## src/rtl/fifo_write_arbiter.sv

```systemverilog
// rtl/fifo_write_arbiter.sv - round-robin burst arbiter sharing one async-FIFO write port
//
// Ports:
//   wclk, wrst_n   write clock; asynchronous active-low reset (already synchronised)
//   req            per-requester beat valid, held until acked
//   req_data       requester i data on [i*DSIZE +: DSIZE]
//   ack            one-hot, beat of the owner consumed this cycle
//   gnt            registered one-hot owner, zero when idle
//   wdata, winc    to the FIFO write side
//   wfull          FIFO full, synchronous to wclk
//   beats_total    saturating count of beats written
module fifo_write_arbiter #(
    parameter int N         = 4,
    parameter int DSIZE     = 8,
    parameter int MAX_BURST = 4
) (
    input  logic               wclk,
    input  logic               wrst_n,
    input  logic [N-1:0]       req,
    input  logic [N*DSIZE-1:0] req_data,
    output logic [N-1:0]       ack,
    output logic [N-1:0]       gnt,
    output logic [DSIZE-1:0]   wdata,
    output logic               winc,
    input  logic               wfull,
    output logic [15:0]        beats_total
);

    localparam int OW = $clog2(N);
    // A one-beat burst still needs a one-bit counter to keep the compare legal.
    localparam int BW = (MAX_BURST > 1) ? $clog2(MAX_BURST) : 1;
    localparam logic [BW-1:0] LAST_BEAT = BW'(MAX_BURST - 1);

    typedef enum logic {IDLE, BURST} state_t;

    state_t          state_q, state_d;
    logic [OW-1:0]   owner_q, owner_d;
    logic [OW-1:0]   last_owner_q, last_owner_d;
    logic [BW-1:0]   beat_cnt_q, beat_cnt_d;
    logic [N-1:0]    gnt_q, gnt_d;
    logic [15:0]     beats_total_q, beats_total_d;

    logic [OW-1:0]   pick;
    logic            pick_valid;
    logic [OW:0]     cand;

    // Search from last_owner+1 upward (mod N). The loop runs from the farthest
    // offset down to the nearest so the nearest requester is written last and wins.
    always_comb begin
        pick       = '0;
        pick_valid = 1'b0;
        cand       = '0;
        for (int j = N - 1; j >= 0; j--) begin
            cand = {1'b0, last_owner_q} + (OW+1)'(j + 1);
            if (cand >= (OW+1)'(N)) begin
                cand = cand - (OW+1)'(N);
            end
            if (req[cand[OW-1:0]]) begin
                pick       = cand[OW-1:0];
                pick_valid = 1'b1;
            end
        end
    end

    always_comb begin
        state_d       = state_q;
        owner_d       = owner_q;
        last_owner_d  = last_owner_q;
        beat_cnt_d    = beat_cnt_q;
        gnt_d         = gnt_q;
        beats_total_d = beats_total_q;
        winc          = 1'b0;
        ack           = '0;
        wdata         = '0;

        case (state_q)
            IDLE: begin
                if (pick_valid) begin
                    owner_d    = pick;
                    gnt_d      = N'(1) << pick;
                    beat_cnt_d = '0;
                    state_d    = BURST;
                end
            end
            BURST: begin
                for (int i = 0; i < N; i++) begin
                    if (owner_q == OW'(i)) begin
                        wdata = req_data[i*DSIZE +: DSIZE];
                    end
                end
                winc         = req[owner_q] & ~wfull;
                ack[owner_q] = winc;
                if (winc) begin
                    beat_cnt_d = beat_cnt_q + BW'(1);
                    if (beats_total_q != 16'hFFFF) begin
                        beats_total_d = beats_total_q + 16'd1;
                    end
                end
                // A stalled final beat (wfull) keeps the burst open; a released
                // request closes it even while full.
                if ((winc && (beat_cnt_q == LAST_BEAT)) || !req[owner_q]) begin
                    state_d      = IDLE;
                    gnt_d        = '0;
                    last_owner_d = owner_q;
                end
            end
            default: state_d = IDLE;
        endcase
    end

    always_ff @(posedge wclk or negedge wrst_n) begin
        if (!wrst_n) begin
            state_q       <= IDLE;
            owner_q       <= '0;
            last_owner_q  <= OW'(N - 1);
            beat_cnt_q    <= '0;
            gnt_q         <= '0;
            beats_total_q <= '0;
        end else begin
            state_q       <= state_d;
            owner_q       <= owner_d;
            last_owner_q  <= last_owner_d;
            beat_cnt_q    <= beat_cnt_d;
            gnt_q         <= gnt_d;
            beats_total_q <= beats_total_d;
        end
    end

    assign gnt         = gnt_q;
    assign beats_total = beats_total_q;

    assert property (@(posedge wclk) disable iff (!wrst_n) !(winc && wfull));

endmodule

```

## config.mk

```make
export PLATFORM = sky130hd
export DESIGN_NAME = fifo_write_arbiter
export DESIGN_NICKNAME = d
export VERILOG_FILES = /design/src/rtl/fifo_write_arbiter.sv
export SDC_FILE = /design/constraint.sdc
export NUM_CORES = 1
export LEC_CHECK = 0
export CORE_AREA = 2 2 67 69
export DETAILED_ROUTE_END_ITERATION = 8
export DIE_AREA = 0 0 69 71
export MAX_ROUTING_LAYER = met4
export PLACE_DENSITY_LB_ADDON = 0.12
export SETUP_SLACK_MARGIN = 0.02
export SYNTH_ARGS = -nofsm -noshare
export SYNTH_HDL_FRONTEND = slang
export SYNTH_SLANG_ARGS = --single-unit
```

## constraint.sdc

```tcl
create_clock -name wclk -period 2.15 [get_ports wclk]
set_clock_uncertainty 0.2 [all_clocks]
set_input_delay 0.43 -clock wclk [delete_from_list [all_inputs] [get_ports wclk]]
set_output_delay 0.43 -clock wclk [all_outputs]
set_load 0.01 [all_outputs]
```

# [After elaboration in Yosys (flattened, before gate mapping)]
# Cells that the tools add are included.
# W data, S select, Z words.
[classes] n_lt_le_gt_ge=10 shifts=1 n_bitwise=4 n_addsub=10 n_mux=40 div=0 n_eq_ne=8 n_reduce_logical=10 mul=0
[ops] op="$mux W8" n=5
[ops] op="$mux W2" n=10
[ops] op="$add A16 B1 Y16 const B" n=1
[ops] op="$ne A16 B16 Y1 const B" n=1
[ops] op="$lt A2 B3 Y1 const B" n=5
[ops] op="$mux W1" n=13
[ops] op="$ge A3 B3 Y1 const B" n=4
[ops] op="$mux W4" n=3
[ops] op="$bmux W1 S2" n=5
[ops] op="$pmux W4 S2" n=1
[ops] op="$reduce_and A2 Y1" n=4
[ops] op="$sub A2 B1 Y2 const B" n=4
[ops] op="$add A2 B2 Y3 const B" n=2
[ops] op="$eq A2 B2 Y1 const B" n=3
[ops] op="$and A4 B4 Y4" n=1
[ops] op="$ne A2 B1 Y1 const B" n=2
[ops] op="$pmux W2 S2" n=1
[ops] op="$shl A1 B2 Y4 const A" n=1
[ops] op="$add A2 B1 Y3 const B" n=1
[ops] op="$add A2 B3 Y3 const B" n=1
[ops] op="$reduce_and A3 Y1" n=1
[ops] op="$add A2 B1 Y2 const B" n=1
[ops] op="$demux W1 S2" n=1
[ops] op="$eq A2 B1 Y1 const B" n=1
[ops] op="other kinds (9)" n=11
[totals] out_inout_bits=33 mem_bits_rw=0 reg_bits=27 word_cells=89 n_memories=0 latchBits=0 mem_bits_ro=0

# [Logic depth before layout (Yosys ltp)]
[depth] depth_word=12 mapped_depth=7 mapped_depth_nobuf=6

# [Worst setup path before layout]
# OpenSTA, ideal clock, no wires.
[synth_path] path_kind="register -> output" startpoint="register owner_q[0]" endpoint="output port wdata[0]" stages_incl_launch_ff=5 arrival_ns=1.355 setup_slack_ns=0.165 n_path_buf=2 t_required_ns=1.520 cell_sequence="dfrtp_1 buf_6 buf_2 mux4_2 and2_1"
[synth_between] elab_chain_len=6 word_cells_on_any_way=9
[synth_rtl] element="start, declared" line="37" rtl="logic [OW-1:0] owner_q, owner_d;"
[synth_rtl] element="start signal, assigned" line="121" rtl="owner_q <= owner_d;"
[synth_rtl] element="$logic_not A2 Y1" line="87" rtl="if (owner_q == OW'(i)) begin"
[synth_rtl] element="$mux W8 (3 in a row)" line="87"
[synth_rtl] element="$mux W8 (*)" line="87"
[synth_rtl] element="$mux W8 (*)" line="76" rtl="case (state_q)"
[synth_rtl] element="end, declared" line="23" rtl="output logic [DSIZE-1:0] wdata,"
# Every way passes the cells marked *; elsewhere a longest branch is shown, timed or not.

# [Worst setup path after layout]
[layout_path] startpoint="register owner_q[0]" endpoint="output port winc"
[layout_between] elab_chain_len=4
[layout_rtl] element="$bmux W1 S2" line="91" rtl="winc = req[owner_q] & ~wfull;"
[layout_rtl] element="$mux W1 (not written as such)" line="91"
[layout_rtl] element="$and A1 B1 Y1" line="91"
[layout_rtl] element="$mux W1" line="76"
[layout_rtl] element="end, declared" line="24" rtl="output logic winc,"
# No other way between the ends. The select of a mux whose other input is x is not followed.

==> flow_summary.ini <==
[run_status]
violations = setup timing
outcome = finished, violations left

[clocking]
cts_root_buffer = clkbuf_8
cts_max_path_buffers = 2
cts.sinks = 27
tritoncts = built
clk_latency_ps = 270
cts_made_buffers = 3
cts.reportedPaths.clkPinSlew_ps = 100
htree_levels = 1

[setup_path]
crit_type = register to primary output
crit_fanout = 6
crit_path_max_incr_delay_ps = 450
endpoint_kind = primary output
worstPathCellList = buf_12, buf_6, mux2_4, a2bb2oi_4, inv_2, buf_6
crit_path_frequent_cell = buf_6
rr_worst_depth = 9
rrSetupSlack_ps = -80
worstPathArrival_ps = 1630
r2r-start = owner_q[0]
required_ps = 1520
crit_slowest_cell = dfrtp_2
rr_endpoint = beats_total[3]
start_kind = register

[synth]
syn_area_um2 = 1730
synth_edf_count = 0
synth_cell_types = 47
ys_seq_elements = 27
syn_avg_cell_area_um2 = 11.5
synthArstFlopShare_pct = 100
ys_seq_area_share_pct = 39.2
yosys_warnings = 0
synthCells = 151
ys.flop_type = dfrtp_1
synth_nets = 192

[die]
die_w_um = 69
io_pins = 72
initial_core_util_pct = 41.2
core_um2 = 4200
die_h_um = 71
die_area_um2 = 4900
rows = 24

[cells_and_area]
fill_cells = 322
post-route-cell-area_um2 = 2900
regArea_um2 = 679
nNetsFinal = 293
diodes = 0
drive_gt1_share_pct = 36.7
area_growth_pct = 67.4
multi_input_area_um2 = 1120

[global_route]
antenna_found_initial = 0
grt_max_degree = 28
grt_pass1_vias = 1641
grt_pass1_wl_mm = 8.34
grt.overflow.total = 0
grt_usage_pct = 21.4

[power_and_ir_drop]
pwr-share-seq_pct = 27.4
p_int_mw = 1.91
clkPwrFrac_pct = 9.9
p_per_area_nw_per_um2 = 1020
swShare_pct = 35.6
leakagePower_nw = 1.27
power_switching_mw = 1.06
irDropWorstVdd_mv = 0.698
power_frac_comb_pct = 62.7

[sta]
drv_slew = 0
setup_viol = 20
setup_ws_ps = -108
rsz0062_at_grt = true
period_needed_ps = 2260
fin_crit_sh_pct = 105
slew_headroom_pct = 64.8
hold_viol = 0
worst_slew_pin_slew_ps = 528
whs_ps = 293
clock.fmax_mhz = 443

[min_path]
holdPathStages = 1
worstHoldEndpoint = beats_total[5]
min_path_type = register to register
holdCritStartpoint = beats_total[5]

[detailed_routing]
routed_via_density = 5.24
wire_per_inst_um = 16.3
vias = 1589
drc = 0
drt_iter0_markers = 36
drtPass1Iterations = 4
wl_mm = 4.94
drtAntennaViolNets = 0

[flow_run]
cap_violations = 0

[placement]
place_area_um2 = 2640
place.gp.congestion = 0.867
portBuffers = 71
dp_hpwl_mm = 3.64
stage by stage:
stage	cells	total power [mW]	util (%)	setup WS, ps	setup TNS [ps]
after floorplan	151	1.61	-	165	0
after global placement	289	2.30	62.8	-447	-9810
after detailed placement	289	2.34	62.8	-454	-10520
after CTS	300	2.85	67.2	-139	-1510
after global routing	303	3.15	69.0	-174	-2990
final	303	2.96	69.0	-108	-1150
final cells by class:
class,count,share of cell area [%]
well taps,52,2.24
multi-input cells,114,38.8
repair buffers,101,33.2
clock inverters,1,0.259
clock buffers,3,1.42
inverters,5,0.647
flip-flops and latches,27,23.4
cell usage after synthesis (2+ instances only):
| master | instances | share of area [%] |
|---|---|---|
| ha_1 | 2 | 1.4 |
| and2_1 | 8 | 2.9 |
| xor2_1 | 7 | 3.5 |
| a21oi_1 | 4 | 1.2 |
| dfrtp_1 | 25 | 36 |
| xor2_2 | 2 | 1.9 |
| nand2_1 | 11 | 2.4 |
| nand2b_1 | 4 | 1.4 |
| mux4_1 | 4 | 6.1 |
| and4_1 | 5 | 2.5 |
| mux2_2 | 3 | 2.0 |
| mux4_2 | 5 | 6.5 |
| a22o_1 | 2 | 1.0 |
| nor3b_1 | 3 | 1.3 |
| o21ai_0 | 6 | 1.7 |
| nor2_4 | 2 | 1.3 |
| nor2_2 | 2 | 0.72 |
| xnor2_1 | 5 | 2.5 |
| mux2i_1 | 2 | 1.2 |
| nor3_1 | 2 | 0.58 |
| inv_1 | 5 | 1.1 |
| nor2_1 | 7 | 1.5 |
| nand3_1 | 9 | 2.6 |
| dfstp_2 | 2 | 3.0 |
| and3_1 | 2 | 0.72 |
layout by cell type, fill, tap and decap left out, types with 6 or more instances in the layout:
cell type and count:
nor2_1 6, xor2_1 7, buf_4 25, clkdlybuf4s50_1 55
mux4_2 9, nand3_1 8, nand2_1 10, buf_6 8
dfrtp_1 24
layer usage:
| layer | global-route usage (%) | up-vias | part of all wire, % |
|---|---|---|---|
| met5 | - | - | 0 |
| met4 | 4.79 | 0 | 2.2 |
| met3 | 2.28 | 11 | 3.0 |
| met2 | 38.0 | 49 | 54 |
| met1 | 26.5 | 783 | 41 |
| li1 | - | 746 | - |
how the worst max path moves through the flow:
stage | start | end | cells after the start | slack, ps
finish | owner_q[0] | winc | 6 | -110
global route | owner_q[0] | winc | 6 | -170
CTS | owner_q[0] | winc | 6 | -140
detailed placement | req_data[14] | wdata[6] | 4 | -450
global placement | wfull | ack[2] | 4 | -450
floorplan | owner_q[0] | wdata[0] | 4 | 170
worst max-delay path: cells and delay by family (launching register included):
family / cells / cell delay [ps]
muxes: 1 / 310
AOI/OAI and AO/OA: 1 / 170
buffers and inverters: 4 / 420
DFF: 1 / 450
cells by family after synthesis:
family                   count (synthesis)  share of synthesized area, %
AO/OA/AOI/OAI                           18                          7.80
XOR/XNOR                                14                          7.95
adder cells (fa/ha/maj)                  2                          1.44
buffers and inverters                   10                          2.74
flip-flops                              27                          39.2
multiplexers                            14                          15.7
AND/OR/NAND/NOR                         66                          25.2
power by group through the flow:
stage | sequential (mW) | combinational, mW | clock (mW)
floorplan | 0.832 | 0.776 | 0
global placement | 0.789 | 1.51 | 0
detailed placement | 0.801 | 1.54 | 0
CTS | 0.811 | 1.74 | 0.300
global route | 0.832 | 2.00 | 0.317
finish | 0.811 | 1.86 | 0.294
flip-flops by register name, indices dropped and copies added (netlist names):
signal        count
owner_q           2
last_owner_q      2
state_q           1
gnt               4
beat_cnt_q        2
beats_total      16
timing repair:
action | 4_1_cts | 5_1_grt
hold buffers | 0 | 0
endpoints found under the setup margin | 25 | 31
pin swaps | 19 | 11
cloned | 1 | 0
resized for setup | 81 | 20
setup buffers | 6 | 3
No activity file was read; power rests on OpenSTA's default activity.
